[config.mk]
export PLATFORM = sky130hd
export DESIGN_NAME = pulse_timebase
export DESIGN_NICKNAME = d
export VERILOG_FILES = /design/src/rtl/pulse_timebase.sv
export SDC_FILE = /design/constraint.sdc
export NUM_CORES = 1
export LEC_CHECK = 0
export BUFFER_PORTS_ARGS = -buffer_cell sky130_fd_sc_hd__buf_2
export CAP_MARGIN = 5
export CORE_ASPECT_RATIO = 0.5
export CORE_MARGIN = 10
export CORE_UTILIZATION = 40
export DETAILED_ROUTE_END_ITERATION = 6
export PLACE_DENSITY = 0.71
export REMOVE_ABC_BUFFERS = 1
export SLEW_MARGIN = 40
export SYNTH_ARGS = -nofsm -noshare
export SYNTH_HDL_FRONTEND = slang
export SYNTH_SLANG_ARGS = --single-unit
[constraint.sdc]
create_clock -name clk -period 4.61 [get_ports clk]
set_input_delay 1.1525 -clock clk [delete_from_list [all_inputs] [get_ports clk]]
set_output_delay 1.1525 -clock clk [all_outputs]
set_load 0.02 [all_outputs]
[src/rtl/pulse_timebase.sv]
// Prescaled, optionally wrapping timebase counter with a bank of one-shot compare channels.
// Every output is registered and updates on the same edge as the advance it reports.
module pulse_timebase #(
  parameter int WIDTH      = 32,
  parameter int NUM_CMP    = 4,
  parameter int PRESCALE_W = 8
) (
  input  logic                     clk,
  input  logic                     rst,
  input  logic                     en,
  input  logic                     clear,
  input  logic                     load_valid,
  input  logic [WIDTH-1:0]         load_value,
  input  logic [WIDTH-1:0]         period,
  input  logic [PRESCALE_W-1:0]    prescale,
  input  logic [NUM_CMP*WIDTH-1:0] cmp_value,
  input  logic [NUM_CMP-1:0]       cmp_arm,
  output logic [WIDTH-1:0]         count_out,
  output logic                     tick,
  output logic                     wrap,
  output logic [NUM_CMP-1:0]       cmp_hit,
  output logic [NUM_CMP-1:0]       cmp_armed
);

  logic [PRESCALE_W-1:0] pre_q;
  logic                  advance;
  logic [WIDTH-1:0]      count_next;
  logic                  wrap_next;
  logic [NUM_CMP-1:0]    hit_next;

  // clear and load both pre-empt an advance, so they suppress tick/wrap/hit too.
  always_comb begin
    advance   = en && !clear && !load_valid && (pre_q == prescale);
    hit_next  = '0;
    if ((period != '0) && (count_out >= period)) begin
      count_next = '0;
    end else begin
      count_next = count_out + 1'b1;
    end
    wrap_next = (count_next == '0);
    for (int i = 0; i < NUM_CMP; i++) begin
      hit_next[i] = advance && cmp_armed[i] &&
                    (count_next == cmp_value[i*WIDTH +: WIDTH]);
    end
  end

  // NOTE: non-blocking assignments keep every register sampling pre-edge values.
  always_ff @(posedge clk or posedge rst) begin
    if (rst) begin
      count_out <= '0;
      pre_q     <= '0;
      tick      <= 1'b0;
      wrap      <= 1'b0;
      cmp_hit   <= '0;
      cmp_armed <= '0;
    end else begin
      tick      <= 1'b0;
      wrap      <= 1'b0;
      cmp_hit   <= hit_next;
      // A same-cycle arm wins over the disarm caused by a hit.
      cmp_armed <= (cmp_armed & ~hit_next) | cmp_arm;
      if (clear) begin
        count_out <= '0;
        pre_q     <= '0;
      end else if (load_valid) begin
        count_out <= load_value;
        pre_q     <= '0;
      end else if (en) begin
        if (pre_q == prescale) begin
          count_out <= count_next;
          pre_q     <= '0;
          tick      <= 1'b1;
          wrap      <= wrap_next;
        end else begin
          pre_q <= pre_q + 1'b1;
        end
      end
    end
  end

endmodule

==> results of run 1 <==
-- cell type report --
type / count / share of cell area
clock buffer: 5 / 0.0134
clock inverter: 3 / 0.00521
inverter: 58 / 0.0234
multi-input combinational: 806 / 0.594
sequential: 50 / 0.134
tap: 234 / 0.0313
timing repair buffer: 332 / 0.199
-- worst paths after layout --
kind                                          start                         to  slack [ns]  cells after the start
min reg2reg                  cmp_armed[3]$_DFF_PP0_     cmp_armed[3]$_DFF_PP0_        0.58                      2
min                          cmp_armed[3]$_DFF_PP0_     cmp_armed[3]$_DFF_PP0_        0.58                      2
max                                      period[10]     cmp_armed[0]$_DFF_PP0_        0.15                     13
min in group asynchronous                       rst  count_out[20]$_DFFE_PP0P_        0.92                      2
max in group asynchronous                       rst       cmp_hit[3]$_DFF_PP0_        2.90                      3
max reg2reg                count_out[5]$_DFFE_PP0P_       cmp_hit[1]$_DFF_PP0_        0.41                      9
-- where the power goes --
part / internal, mW / leakage, nW / switching [mW]
Combinational: 0.369 / 3.48 / 0.593
Clock: 0.262 / 0.0819 / 0.226
Sequential: 0.459 / 0.657 / 0.0543
Total: 1.09 / 4.22 / 0.873
-- flip-flops by register name, indices dropped and copies added (netlist names) --
name	flops
cmp_armed	4
cmp_hit	4
count_out	32
pre_q	8
tick	1
wrap	1
-- Yosys cell counts (all sizes together), types with 5 or more instances --
library cell | count | area share
or3 | 13 | 0.011
a21oi | 38 | 0.027
nor2 | 61 | 0.032
o31ai | 30 | 0.032
o21a | 7 | 0.0074
nand2 | 101 | 0.053
nor3 | 32 | 0.025
o22a | 9 | 0.011
a22oi | 13 | 0.014
xnor2 | 31 | 0.038
dfrtp | 50 | 0.18
o221a | 7 | 0.011
a222oi | 8 | 0.011
clkbuf | 49 | 0.026
nand4 | 48 | 0.043
a211oi | 5 | 0.0060
a2111oi | 5 | 0.0070
and2 | 14 | 0.012
o2111ai | 11 | 0.014
o221ai | 9 | 0.011
and3 | 12 | 0.011
a22o | 33 | 0.041
o211ai | 5 | 0.0053
and4 | 9 | 0.011
o21ai | 46 | 0.032
buf | 11 | 0.0079
a221o | 8 | 0.011
a31oi | 7 | 0.0062
nand3 | 39 | 0.028
or4 | 15 | 0.016
ha | 34 | 0.060
a221oi | 6 | 0.0074
o22ai | 22 | 0.019
xor2 | 13 | 0.016
nor4 | 43 | 0.038
inv | 58 | 0.031
-- worst register-to-register path, delay by kind of cell (launching register included) --
family | cells | cell delay, ns
and+or+nand+nor | 5 | 2.07
AOI/OAI and AO/OA | 3 | 0.82
DFF | 1 | 0.64
xor gates and xnor gates | 1 | 0.58
-- cell families (layout without fill, tap and decap cells) --
group	Yosys count	in the layout	share of synthesized area
fa+ha+maj	34	34	0.0598
mux	6	6	0.00897
compound gates	307	307	0.321
flops	50	50	0.176
buf+inv	118	398	0.0644
xor+xnor	46	46	0.0605
simple gates	413	413	0.309
-- routing by layer --
metal / up-vias / GRT usage
li1: 4406 / -
met1: 4917 / 0.452
met2: 747 / 0.508
met3: 111 / 0.113
met4: 2 / 0.0877
met5: - / 0
-- through the flow --
stage	cells	TNS [ns]	cell area [µm²]
after floorplan	914	-16.15	6870
after global placement	1480	-0.332	9110
after detailed placement	1480	-0.516	9160
after CTS	1488	0	9340
after global routing	1488	0	9370
final	1488	0	9370
-- timing repair --
| action | in CTS | in global routing |
|---|---|---|
| hold buffers | 0 | 0 |
| setup endpoints to repair | 0 | 2 |
| resized for setup | 0 | 1 |
| setup buffers | 0 | 0 |
==> flow_metrics.tcl, run 1 <==
set metrics [dict create \
    grt_overflow 0 \
    synth-main-ff-cell "dfrtp_1" \
    grt_setup_unrepaired "no" \
    p_leak_nw 4.22 \
    gp_congestion 1.13 \
    period_needed_ns 4.46 \
    powerDensity_nw_per_um2 210 \
    finalHoldViolCount 0 \
    critPathCaptureType "flip-flop" \
    wl_met3_um 5550 \
    synth.cell_area_um2 7110 \
    finalSetupViolations 0 \
    htree_levels 2 \
    die_h_um 114 \
    core-area_um2 17400 \
    crit_type "in -> reg" \
    cts-root-buf "clkbuf_16" \
    yosys_warnings 0 \
    drt_iter0_markers 1388 \
    regArea_um2 1250 \
    max_freq_ghz 0.224 \
    hold_path_class "reg -> reg" \
    grt_pass1_vias 9924 \
    fin_nets 1496 \
    cp-start-kind "input pin" \
    n_antenna_cell 0 \
    critPathRequiredTime_ns 4.82 \
    grt_pass1_wl_um 62200 \
    drive_above_1_share 0.301 \
    max_stage_delay_ns 0.54 \
    portBuffers 250 \
    cp_slowest_cell "or4_1" \
    avgSynthCellArea_um2 7.30 \
    crit_chain "buf_2, inv_1, ha_1, nand4_1, or4_1, o32a_1, buf_4, a21oi_1, nor4_1, or4_1, or4_1, o41ai_1, nand2b_1" \
    ys_types 76 \
    yosysSeqAreaShare 0.176 \
    start_util 0.409 \
    crit_top_cell "or4_1" \
    clkLatencyLatePin_ns 0.32 \
    fillCellCount 1737 \
    synth-seq-cells 50 \
    period_share 0.968 \
    rows 34 \
    run_status "complete, no violations" \
    via_per_inst 6.84 \
    synth-async-reset-ratio 1.00 \
    track_usage 0.337 \
    worst_hold_slack_ns 0.576 \
    cts.clk_slew.worst_paths_ns 0.10 \
    dieArea_um2 23800 \
    worst_slack_ns 0.146 \
    fin_util 0.538 \
    routed.top_layer "met5" \
    wl_per_cell_um 28.6 \
    syn2layout_area_growth_pct 31.7 \
    vdd_drop_max_v 0.000157 \
    path_max_fanout 2 \
    drt-pass1-iter-count 6 \
    cp.arrival_ns 4.68 \
    drc_errors 0 \
    antenna_found_initial 2 \
    ant_nets 0 \
    wl_met1_um 18000 \
    final.setup_skew_ns 0.0167 \
    drv_cap 0 \
    io_pins 251 \
    drt-total-wl_um 42600 \
    synth_edf_count 0 \
    numCtsBuffers 5 \
    crit_buf_inv 3 \
    route.met2.wl_um 17900 \
    multi_input_comb_area_um2 5560 \
    tritoncts "done" \
    numClockSinks 50 \
    clockBufferDepth 2 \
    drv_slew 0 \
    p_total_mw 1.96 \
    final_cell_mix "buf_2, nand2_1, buf_4, nor2_1, inv_1" \
    grt_max_degree 64 \
    tightest_slew_ns 0.823 \
    dpl.hpwl_um 34000 \
    vias 10200 \
    fp.dieW_um 209 \
    final_common_cell "buf_2" \
    worst_path_dominant_cell_family "simple AND/OR/NAND/NOR gates" \
    post-place-ws_ns -0.168 \
    slew-limit-headroom 0.448 \
    synthCells 974 \
]
Note: power is estimated with default switching activity, not from simulation.
==> inputs of run 2 (changes only) <==
PLACE_DENSITY = 0.74   (was 0.71)
clock period = 3.75 ns   (was 4.61 ns; I/O delays follow)
==> flow_metrics.tcl, run 2 (synthesis gave the netlist of run 1 again) <==
set metrics [dict create \
    run_status "finished, violations left" \
    violations "design-rule violations, negative setup slack" \
    max_freq_ghz 0.256 \
    fin_cells 1596 \
    hp-start "pre_q[1]$_DFFE_PP0P_" \
    dp_cells 1579 \
    antenna_found_initial 1 \
    core-area_um2 17400 \
    worst_hold_slack_ns 0.607 \
    rows 34 \
    regMostFlops "count_out" \
    period_needed_ns 3.90 \
    finalSetupViolations 8 \
    portBuffers 250 \
    fillCellCount 1552 \
    worst_slack_ns -0.151 \
    clkLatencyLatePin_ns 0.31 \
    use_met2 0.549 \
    post-place-ws_ns -0.840 \
    cp.arrival_ns 4.10 \
    syn2layout_area_growth_pct 49.2 \
    largest_reg_flops 32 \
    start_util 0.409 \
    grt_setup_unrepaired "yes" \
    wl_per_cell_um 28.3 \
    grt_max_degree 64 \
    vias 10700 \
    numClockSinks 50 \
    p_total_mw 2.55 \
    drt-total-wl_um 45200 \
    fin_nets 1604 \
    io_pins 251 \
    finalHoldViolCount 0 \
    final_cell_mix "buf_2, buf_4, nand2_1, nor2_1, inv_1" \
    tritoncts "done" \
    hold_path_class "reg -> reg" \
    dpl.hpwl_um 36700 \
    drt-pass1-iter-count 7 \
    p_leak_nw 4.82 \
    powerDensity_nw_per_um2 240 \
    numCtsBuffers 5 \
    period_share 1.04 \
    final.setup_skew_ns 0.0166 \
    cts.clk_slew.worst_paths_ns 0.09 \
    critPathLaunch "period[11]" \
    rr_startpoint "count_out[1]$_DFFE_PP0P_" \
    drc_errors 10 \
    crit_type "in -> reg" \
    busiest_layer "met2" \
    drt_iter0_markers 1611 \
    dieArea_um2 23800 \
    grt_pass1_vias 10600 \
    n_antenna_cell 0 \
    critPathRequiredTime_ns 3.95 \
    ant_nets 0 \
    final_common_cell "buf_2" \
    r2r_slack_ns -0.05 \
    path_max_fanout 2 \
    drv_slew 0 \
    fp.dieW_um 209 \
    grt.met1_usage 0.475 \
    cts-root-buf "clkbuf_16" \
    grt_overflow 0 \
    grt_pass1_wl_um 66400 \
    die_h_um 114 \
    htree_levels 2 \
    vdd_drop_max_v 0.000176 \
    drive_above_1_share 0.393 \
    gp_congestion 1.14 \
    gr-usage-met3 0.117 \
    via_per_inst 6.73 \
    drv_cap 0 \
    slew-limit-headroom 0.377 \
    largestRegisters "count_out (32), pre_q (8)" \
    clockBufferDepth 2 \
    track_usage 0.357 \
    cp-start-kind "input pin" \
    critPathCaptureType "flip-flop" \
    tightest_slew_ns 0.930 \
]
-- run 2: cell count changes in the layout (fill, tap and decap cells not counted), sizes merged --
cell / change
bufinv: -1
clkinvlp: -1
buf: +108
clkbuf: +1
clkinv: +1
-- run 2: path summary, 6_finish.rpt --
path | depth (start not counted) | to
min in group asynchronous | 2 | cmp_hit[0]$_DFF_PP0_
setup / recovery | 13 | cmp_armed[0]$_DFF_PP0_
hold reg to reg | 2 | pre_q[1]$_DFFE_PP0P_
max in group asynchronous | 3 | count_out[23]$_DFFE_PP0P_
hold / removal | 2 | pre_q[1]$_DFFE_PP0P_
setup reg to reg | 10 | cmp_armed[0]$_DFF_PP0_
-- run 2: layer usage --
layer | wire, µm | vias to the layer above
li1 | - | 4622
met1 | 18300 | 5179
met2 | 19400 | 820
met3 | 6310 | 119
met4 | 1210 | 0
met5 | 0 | -
-- run 2: layout make-up --
cell class,instances,area [µm²],area share
Clock buffer,6,139,0.0131
Clock inverter,2,17.5,0.00165
Inverter,58,223,0.0210
Multi-Input combinational cell,806,5880,0.554
Sequential cell,50,1250,0.118
Tap cell,234,293,0.0276
Timing Repair Buffer,440,2810,0.264
-- run 2: timing repair --
item                                    CTS  global route
endpoints found under the hold margin     0             0
endpoints found under the setup margin   38            22
hold buffers                              0             0
cloned                                    0             0
pin swaps                                32            16
gates resized for setup                  63            35
buffers inserted                          8             1
-- run 2: per-stage QoR --
step	instance area, µm²	utilization	TNS, ns
3_5_place_dp	9860	0.567	-19.08
6_report	10600	0.610	-0.632
2_1_floorplan	6870	-	-41.95
5_1_grt	10600	0.610	-1.31
4_1_cts	10400	0.599	-0.629
3_3_place_gp	9840	0.566	-17.13
-- run 2: power by group --
group | switching, mW | internal (mW)
Clock | 0.244 | 0.270
Combinational | 0.856 | 0.583
Sequential | 0.0287 | 0.565
Total | 1.13 | 1.42
-- run 2: worst max-delay path, stage by stage --
cell      delay (ns)
buf_8           0.08
inv_4           0.03
ha_4            0.25
nand4_1         0.13
or4_4           0.54
o32a_4          0.41
buf_6           0.14
a21oi_4         0.15
nor4_1          0.07
or4_1           0.52
or4_1           0.43
o41ai_2         0.31
nand2b_1        0.09
